<file path="src/rtl/restoring_divider_pkg.sv">
// restoring_divider_pkg: shared FSM state type and counter sizing for the restoring divider
package restoring_divider_pkg;
  typedef enum logic [1:0] {IDLE, DIVIDE, ZERO, DONE} state_t;
  function automatic int cnt_width(input int n);
    return $clog2(n + 1);
  endfunction
endpackage

</file>
<file path="src/rtl/restoring_divider_if.sv">
// restoring_divider_if: start/done handshake, operands and results of the divider
interface restoring_divider_if #(parameter int NUM_BITS = 8);
  logic                start;
  logic [NUM_BITS-1:0] dividend;
  logic [NUM_BITS-1:0] divisor;
  logic                busy;
  logic                done;
  logic [NUM_BITS-1:0] quotient;
  logic [NUM_BITS-1:0] remainder;
  logic                div_by_zero;
  modport master(output start, dividend, divisor, input busy, done, quotient, remainder, div_by_zero);
  modport slave(input start, dividend, divisor, output busy, done, quotient, remainder, div_by_zero);
endinterface

</file>
<file path="src/rtl/restoring_divider_subtractor.sv">
// subtractor_nbit: combinational a-b as a ripple of 1-bit full subtractors
module subtractor_nbit #(parameter int NUM_BITS = 8) (
  input  logic [NUM_BITS-1:0] a,
  input  logic [NUM_BITS-1:0] b,
  output logic [NUM_BITS-1:0] diff,
  output logic                borrow_out
);
  logic [NUM_BITS:0] w_borrow;
  assign w_borrow[0] = 1'b0;
  for (genvar i = 0; i < NUM_BITS; i++) begin : g_fs
    assign diff[i]         = a[i] ^ b[i] ^ w_borrow[i];
    assign w_borrow[i + 1] = (~a[i] & b[i]) | (~(a[i] ^ b[i]) & w_borrow[i]);
  end
  assign borrow_out = w_borrow[NUM_BITS];
endmodule

</file>
<file path="src/rtl/restoring_divider.sv">
// restoring_divider: multi-cycle shift-and-subtract divider, one quotient bit per clock.
// Define RESTORING_DIVIDER_SIGNED_EN for two's-complement truncating division.
module restoring_divider import restoring_divider_pkg::*; #(parameter int NUM_BITS = 8) (
  input logic               clk,
  input logic               rst,
  restoring_divider_if.slave bus
);
  localparam int CNT_W = cnt_width(NUM_BITS);
  state_t              r_state, w_state;
  logic [CNT_W-1:0]    r_cnt, w_cnt;
  logic [NUM_BITS-1:0] r_quo, w_quo, r_rem, w_rem, r_dvs, w_dvs;
  logic [NUM_BITS-1:0] w_partial, w_trial, w_q_iter, w_r_iter;
  logic                r_dbz, w_dbz, w_borrow;
`ifdef RESTORING_DIVIDER_SIGNED_EN
  logic                r_neg_q, w_neg_q, r_neg_r, w_neg_r;
  function automatic logic [NUM_BITS-1:0] mag(input logic [NUM_BITS-1:0] x);
    return x[NUM_BITS-1] ? -x : x;
  endfunction
`endif
  // Remainder stays below 2^k after k steps, so dropping its MSB never loses data
  assign w_partial = {r_rem[NUM_BITS-2:0], r_quo[NUM_BITS-1]};
  subtractor_nbit #(.NUM_BITS(NUM_BITS)) u_sub (
    .a(w_partial), .b(r_dvs), .diff(w_trial), .borrow_out(w_borrow)
  );
  assign w_q_iter = {r_quo[NUM_BITS-2:0], ~w_borrow};
  assign w_r_iter = w_borrow ? w_partial : w_trial;
  always_ff @(posedge clk or posedge rst) begin
    if (rst) begin
      r_state <= IDLE;
      r_cnt   <= '0;
      r_quo   <= '0;
      r_rem   <= '0;
      r_dvs   <= '0;
      r_dbz   <= 1'b0;
`ifdef RESTORING_DIVIDER_SIGNED_EN
      r_neg_q <= 1'b0;
      r_neg_r <= 1'b0;
`endif
    end else begin
      r_state <= w_state;
      r_cnt   <= w_cnt;
      r_quo   <= w_quo;
      r_rem   <= w_rem;
      r_dvs   <= w_dvs;
      r_dbz   <= w_dbz;
`ifdef RESTORING_DIVIDER_SIGNED_EN
      r_neg_q <= w_neg_q;
      r_neg_r <= w_neg_r;
`endif
    end
  end
  always_comb begin
    w_state = r_state;
    w_cnt   = r_cnt;
    w_quo   = r_quo;
    w_rem   = r_rem;
    w_dvs   = r_dvs;
    w_dbz   = r_dbz;
`ifdef RESTORING_DIVIDER_SIGNED_EN
    w_neg_q = r_neg_q;
    w_neg_r = r_neg_r;
`endif
    case (r_state)
      IDLE: if (bus.start) begin
        w_state = (bus.divisor == '0) ? ZERO : DIVIDE;
        w_cnt   = '0;
        w_rem   = '0;
        w_dbz   = 1'b0;
`ifdef RESTORING_DIVIDER_SIGNED_EN
        w_quo   = mag(bus.dividend);
        w_dvs   = mag(bus.divisor);
        w_neg_q = bus.dividend[NUM_BITS-1] ^ bus.divisor[NUM_BITS-1];
        w_neg_r = bus.dividend[NUM_BITS-1];
`else
        w_quo   = bus.dividend;
        w_dvs   = bus.divisor;
`endif
      end
      DIVIDE: begin
        w_cnt = r_cnt + 1'b1;
        w_quo = w_q_iter;
        w_rem = w_r_iter;
        if (r_cnt == CNT_W'(NUM_BITS - 1)) begin
          w_state = DONE;
`ifdef RESTORING_DIVIDER_SIGNED_EN
          w_quo   = r_neg_q ? -w_q_iter : w_q_iter;
          w_rem   = r_neg_r ? -w_r_iter : w_r_iter;
`endif
        end
      end
      ZERO: begin
        w_state = DONE;
        w_quo   = '1;
        w_dbz   = 1'b1;
`ifdef RESTORING_DIVIDER_SIGNED_EN
        w_rem   = r_neg_r ? -r_quo : r_quo;
`else
        w_rem   = r_quo;
`endif
      end
      DONE:    w_state = IDLE;
      default: w_state = IDLE;
    endcase
  end
  assign bus.busy        = (r_state == DIVIDE) || (r_state == ZERO);
  assign bus.done        = (r_state == DONE);
  assign bus.quotient    = r_quo;
  assign bus.remainder   = r_rem;
  assign bus.div_by_zero = r_dbz;
endmodule

</file>
<file path="src/flat_wrapper.sv">
// flat-port wrapper written by rule: the top's interface ports become plain ports
module restoring_divider_flat import restoring_divider_pkg::*;
#(parameter int NUM_BITS = 8)
  (clk, rst, bus_start, bus_dividend, bus_divisor, bus_busy, bus_done, bus_quotient, bus_remainder, bus_div_by_zero);
  restoring_divider_if #(.NUM_BITS(NUM_BITS)) bus_i ();
  input logic clk;
  input logic rst;
  input wire logic [$bits(bus_i.start)-1:0] bus_start;
  input wire logic [$bits(bus_i.dividend)-1:0] bus_dividend;
  input wire logic [$bits(bus_i.divisor)-1:0] bus_divisor;
  output wire logic [$bits(bus_i.busy)-1:0] bus_busy;
  output wire logic [$bits(bus_i.done)-1:0] bus_done;
  output wire logic [$bits(bus_i.quotient)-1:0] bus_quotient;
  output wire logic [$bits(bus_i.remainder)-1:0] bus_remainder;
  output wire logic [$bits(bus_i.div_by_zero)-1:0] bus_div_by_zero;
  assign bus_i.start = bus_start;
  assign bus_i.dividend = bus_dividend;
  assign bus_i.divisor = bus_divisor;
  assign bus_busy = bus_i.busy;
  assign bus_done = bus_i.done;
  assign bus_quotient = bus_i.quotient;
  assign bus_remainder = bus_i.remainder;
  assign bus_div_by_zero = bus_i.div_by_zero;
  restoring_divider #(.NUM_BITS(NUM_BITS)) u_core (.clk(clk), .rst(rst), .bus(bus_i));
endmodule
</file>
<file path="config.mk">
export PLATFORM = sky130hd
export DESIGN_NAME = restoring_divider_flat
export DESIGN_NICKNAME = d
export VERILOG_FILES = /design/src/rtl/restoring_divider_pkg.sv /design/src/rtl/restoring_divider_if.sv /design/src/rtl/restoring_divider_subtractor.sv /design/src/rtl/restoring_divider.sv /design/src/flat_wrapper.sv
export SDC_FILE = /design/constraint.sdc
export NUM_CORES = 1
export LEC_CHECK = 0
export ABC_AREA = 1
export CAP_MARGIN = 0
export CELL_PAD_IN_SITES_DETAIL_PLACEMENT = 1
export CELL_PAD_IN_SITES_GLOBAL_PLACEMENT = 1
export CORE_AREA = 4 4 73 75
export DETAILED_ROUTE_END_ITERATION = 8
export DIE_AREA = 0 0 77 79
export DONT_BUFFER_PORTS = 1
export PLACE_DENSITY_LB_ADDON = 0.1
export SETUP_SLACK_MARGIN = 0.05
export SLEW_MARGIN = 20
export SYNTH_ARGS = -nofsm -noshare
export SYNTH_HDL_FRONTEND = slang
export SYNTH_SLANG_ARGS = --single-unit
</file>
<file path="constraint.sdc">
create_clock -name clk -period 4 [get_ports clk]
set_clock_uncertainty 0.15 [all_clocks]
set_input_delay 0.8 -clock clk [delete_from_list [all_inputs] [get_ports clk]]
set_output_delay 0.8 -clock clk [all_outputs]
set_load 0.02 [all_outputs]
</file>
==> results.md <==
- Worst Hold Class: primary input to async pin
- # setup viols final: 0
- Max stage delay cell, worst path: dfrtp_2
- Most common cell after layout, fill and taps aside: nand2_1
- Placer Congestion: between 0.8 and 0.9
- Crit Reg-Reg Startpoint: u_core.bus.quotient[7]
- Setup Total Neg Slack: 0 ns
- Crit-path cells: inv_1 > ha_2 > fa_2 > fa_2 > fa_2 > fa_2 > fa_2 > fa_2 > inv_2 > fa_2 > buf_4 > nand2_1 > nand3_1 > o21ai_0 > nand2_1 > nand2_1
- Nature of the critical path endpoint: flip-flop
- CTS Hold Buffers Added: 0
- Via count: about 1600
- Setup CP Type: flip-flop to flip-flop
- First-pass GRT wire length: roughly 8.9 mm
- Die outline height: between 70 and 80 um
- Worst-path clk slew: around 0.07 ns
- Post-route setup slack: about 0.16 ns
- Yosys warns: 0
- PD cells: approximately 1100 nW/um^2
- Share of the synthesized area in the top cell type: 0.4092
- Final cell count without fillers: around 300
- # IOs: 38
- Actual slew at the worst max-slew pin: about 0.52 ns
- WL/cell: about 17 um
- Worst setup SP type: flip-flop
- TritonCTS clock tree: done
- CTS Sinks: 31
- Antenna Nets Post-Route: 0
- Port Buffers: 0
- H-tree Lvls: 2
- Vias in the first global route: 1800
- RR Endpoint: u_core.bus.remainder[4]
- Relative slew slack: 0.6555
- Flop2flop setup slack: ~0.16 ns
- Commonest cells after routing, fill and taps aside: nand2_1 (85), dfrtp_1 (30), inv_1 (25), o21ai_0 (20), nor2_1 (19)
- CORE AREA: about 4700 sq um
- Die X: approximately 77 um
- Critical path capture point: u_core.bus.remainder[4]
- Post-placement cell count: 287
- Pre-CTS setup slack: -0.1667 ns
- Total grt overflow: 0
- Clock Latency Late Sink: 0.29 ns
- Final WL: approximately 5.2 mm
- RSZ-0062 raised after global routing: true
- Max-cap violation count: 0
- Slowest stage delay, CP: between 0.3 and 0.4 ns
- Flops & latches, synth: 31
- Layout cells sized above 1: 0.1755
- Mapped Cells: about 230
- Syn Nets: about 270
- Area grow syn2layout: 12.15%
- Detailed Place HPWL: between 3 and 4 mm
- Initial DRC Count: 43
- Die ar.: roughly 6100 sq um
- Drt pass-1 iters: 4
- Syn Area/Cell: just over 8 sq um
- All-layer global routing usage: 0.1867
- Max frequency: between 200 and 300 MHz
- CP arrival: roughly 3.9 ns
- Area leader, netlist: dfrtp_1
- Vias per cell: 5.261
- Sequential fraction of the synthesis area: 0.4092
- Worst IR Drop VDD: between 400 and 500 uV
- N_diodes: 0
- Worst Reg-to-Reg Cells: 16
- Root Driver: clkbuf_8
- Tmin final: 3.836 ns
- Worst Path Required: 4.03 ns
- Rows: 25
- Critical Path Fanout Max: 6
- Synth unique cells: 19
- Hold WS: approximately 0.34 ns
- Final period utilization: 0.9591
- Final hold vios: 0
- Clock Tree Buf Depth: 2
- Leakage power: 1.069 nW
- DRC Markers: 0
- Largest net degree at the start of global routing: 32
- Initial Utilization: 0.4067
- Nets: between 200 and 300
- CP dominant cell by count: fa_2
- Largest cells by area after synthesis: dfrtp_1 (41%), nand2_1 (17%), fa_1 (7.4%)
- CTS buffer count: 5
- Slew Limit Fails: 0
- Critical path origin: u_core.bus.quotient[7]
- Initial antenna violation count: 0
- Status: finished, final reports clean
- Netlist Area Pre-Place: 1896 sq um
==> registers in the layout, summed over array words and instances, names as in the netlist <==
| register | cells |
|---|---|
| u_core.r_cnt | 4 |
| u_core.r_dvs | 8 |
| u_core.r_state | 2 |
| u_core.bus.div_by_zero | 1 |
| u_core.bus.quotient | 8 |
| u_core.bus.remainder | 8 |
==> report_power, final <==
part	switching, W	total (W)	internal [W]
sequential	0.000205	0.000663	0.000459
combinational	0.000841	0.00135	0.000513
clock	0.000124	0.000281	0.000157
total	0.00117	0.00230	0.00113
==> synthesized netlist by cell type <==
library cell  count
nand2_1          85
dfrtp_1          31
inv_1            26
o21ai_0          22
nor2_1           19
nand3_1          12
o22ai_2           8
fa_1              7
ha_1              7
inv_2             3
a21oi_1           2
buf_2             2
nor2_4            2
nor2_8            2
buf_4             1
buf_6             1
inv_4             1
nand2_2           1
o21ai_2           1
==> worst max-delay path, delay by kind of cell, from the launching register on <==
| kind | cells | cell delay (ns) |
|---|---|---|
| flops | 1 | 0.36 |
| compound gates | 1 | 0.10 |
| simple gates | 4 | 0.25 |
| fa+ha+maj | 8 | 2.59 |
| buf+inv | 3 | 0.27 |
==> per-stage QoR <==
stage | util | total power (W) | area [sq um]
final | 0.4561 | 0.002297 | 2126
after global placement | 0.4217 | 0.001826 | 1966
after CTS | 0.4532 | 0.002283 | 2112
after floorplan | - | 0.001593 | 1897
after detailed placement | 0.4217 | 0.001898 | 1966
after global routing | 0.4561 | 0.002513 | 2126
==> area by class of cell <==
cell class / count / area [sq um]
Clock buffer: 8 / 100.1
Sequential cell: 31 / 777.0
Multi-Input combinational cell: 168 / 996.0
Inverter: 30 / 117.6
Tap cell: 54 / 67.56
Fill cell: 579 / 2535
Timing Repair Buffer: 8 / 67.56
==> worst min path at each step <==
stage | from | end | slack [ns] | cells after the start
after CTS | rst | u_core.bus.remainder[6] | 0.35 | 2
after detailed placement | u_core.r_dvs[0] | u_core.r_dvs[0] | 0.36 | 2
after global routing | rst | u_core.bus.remainder[6] | 0.38 | 2
after global placement | u_core.r_dvs[0] | u_core.r_dvs[0] | 0.35 | 2
final | rst | u_core.bus.remainder[6] | 0.34 | 2
after floorplan | u_core.r_dvs[0] | u_core.r_dvs[0] | 0.30 | 2
==> repair_timing <==
action                                  CTS  global route
pin swaps                                 1             1
buffers inserted                          4             0
endpoints found under the setup margin    9             9
resized for setup                         7             8
==> metal layers <==
metal | vias up | share of wire | GRT usage
met4 | 0 | 0.028 | 0.08897
li1 | 748 | - | -
met2 | 34 | 0.50 | 0.3101
met3 | 13 | 0.043 | 0.04989
met5 | - | 0 | 0
met1 | 778 | 0.43 | 0.2262
==> cells by family (layout without fill, tap and decap cells) <==
| group | Yosys count | in the layout | share of synthesized area |
|---|---|---|---|
| adder cells (fa/ha/maj) | 14 | 14 | 0.1201 |
| flip-flops | 31 | 31 | 0.4092 |
| AND/OR/NAND/NOR | 121 | 121 | 0.2739 |
| buffers and inverters | 34 | 46 | 0.07591 |
| AO/OA/AOI/OAI | 33 | 33 | 0.1208 |
Power figures use the tool's default switching activity.
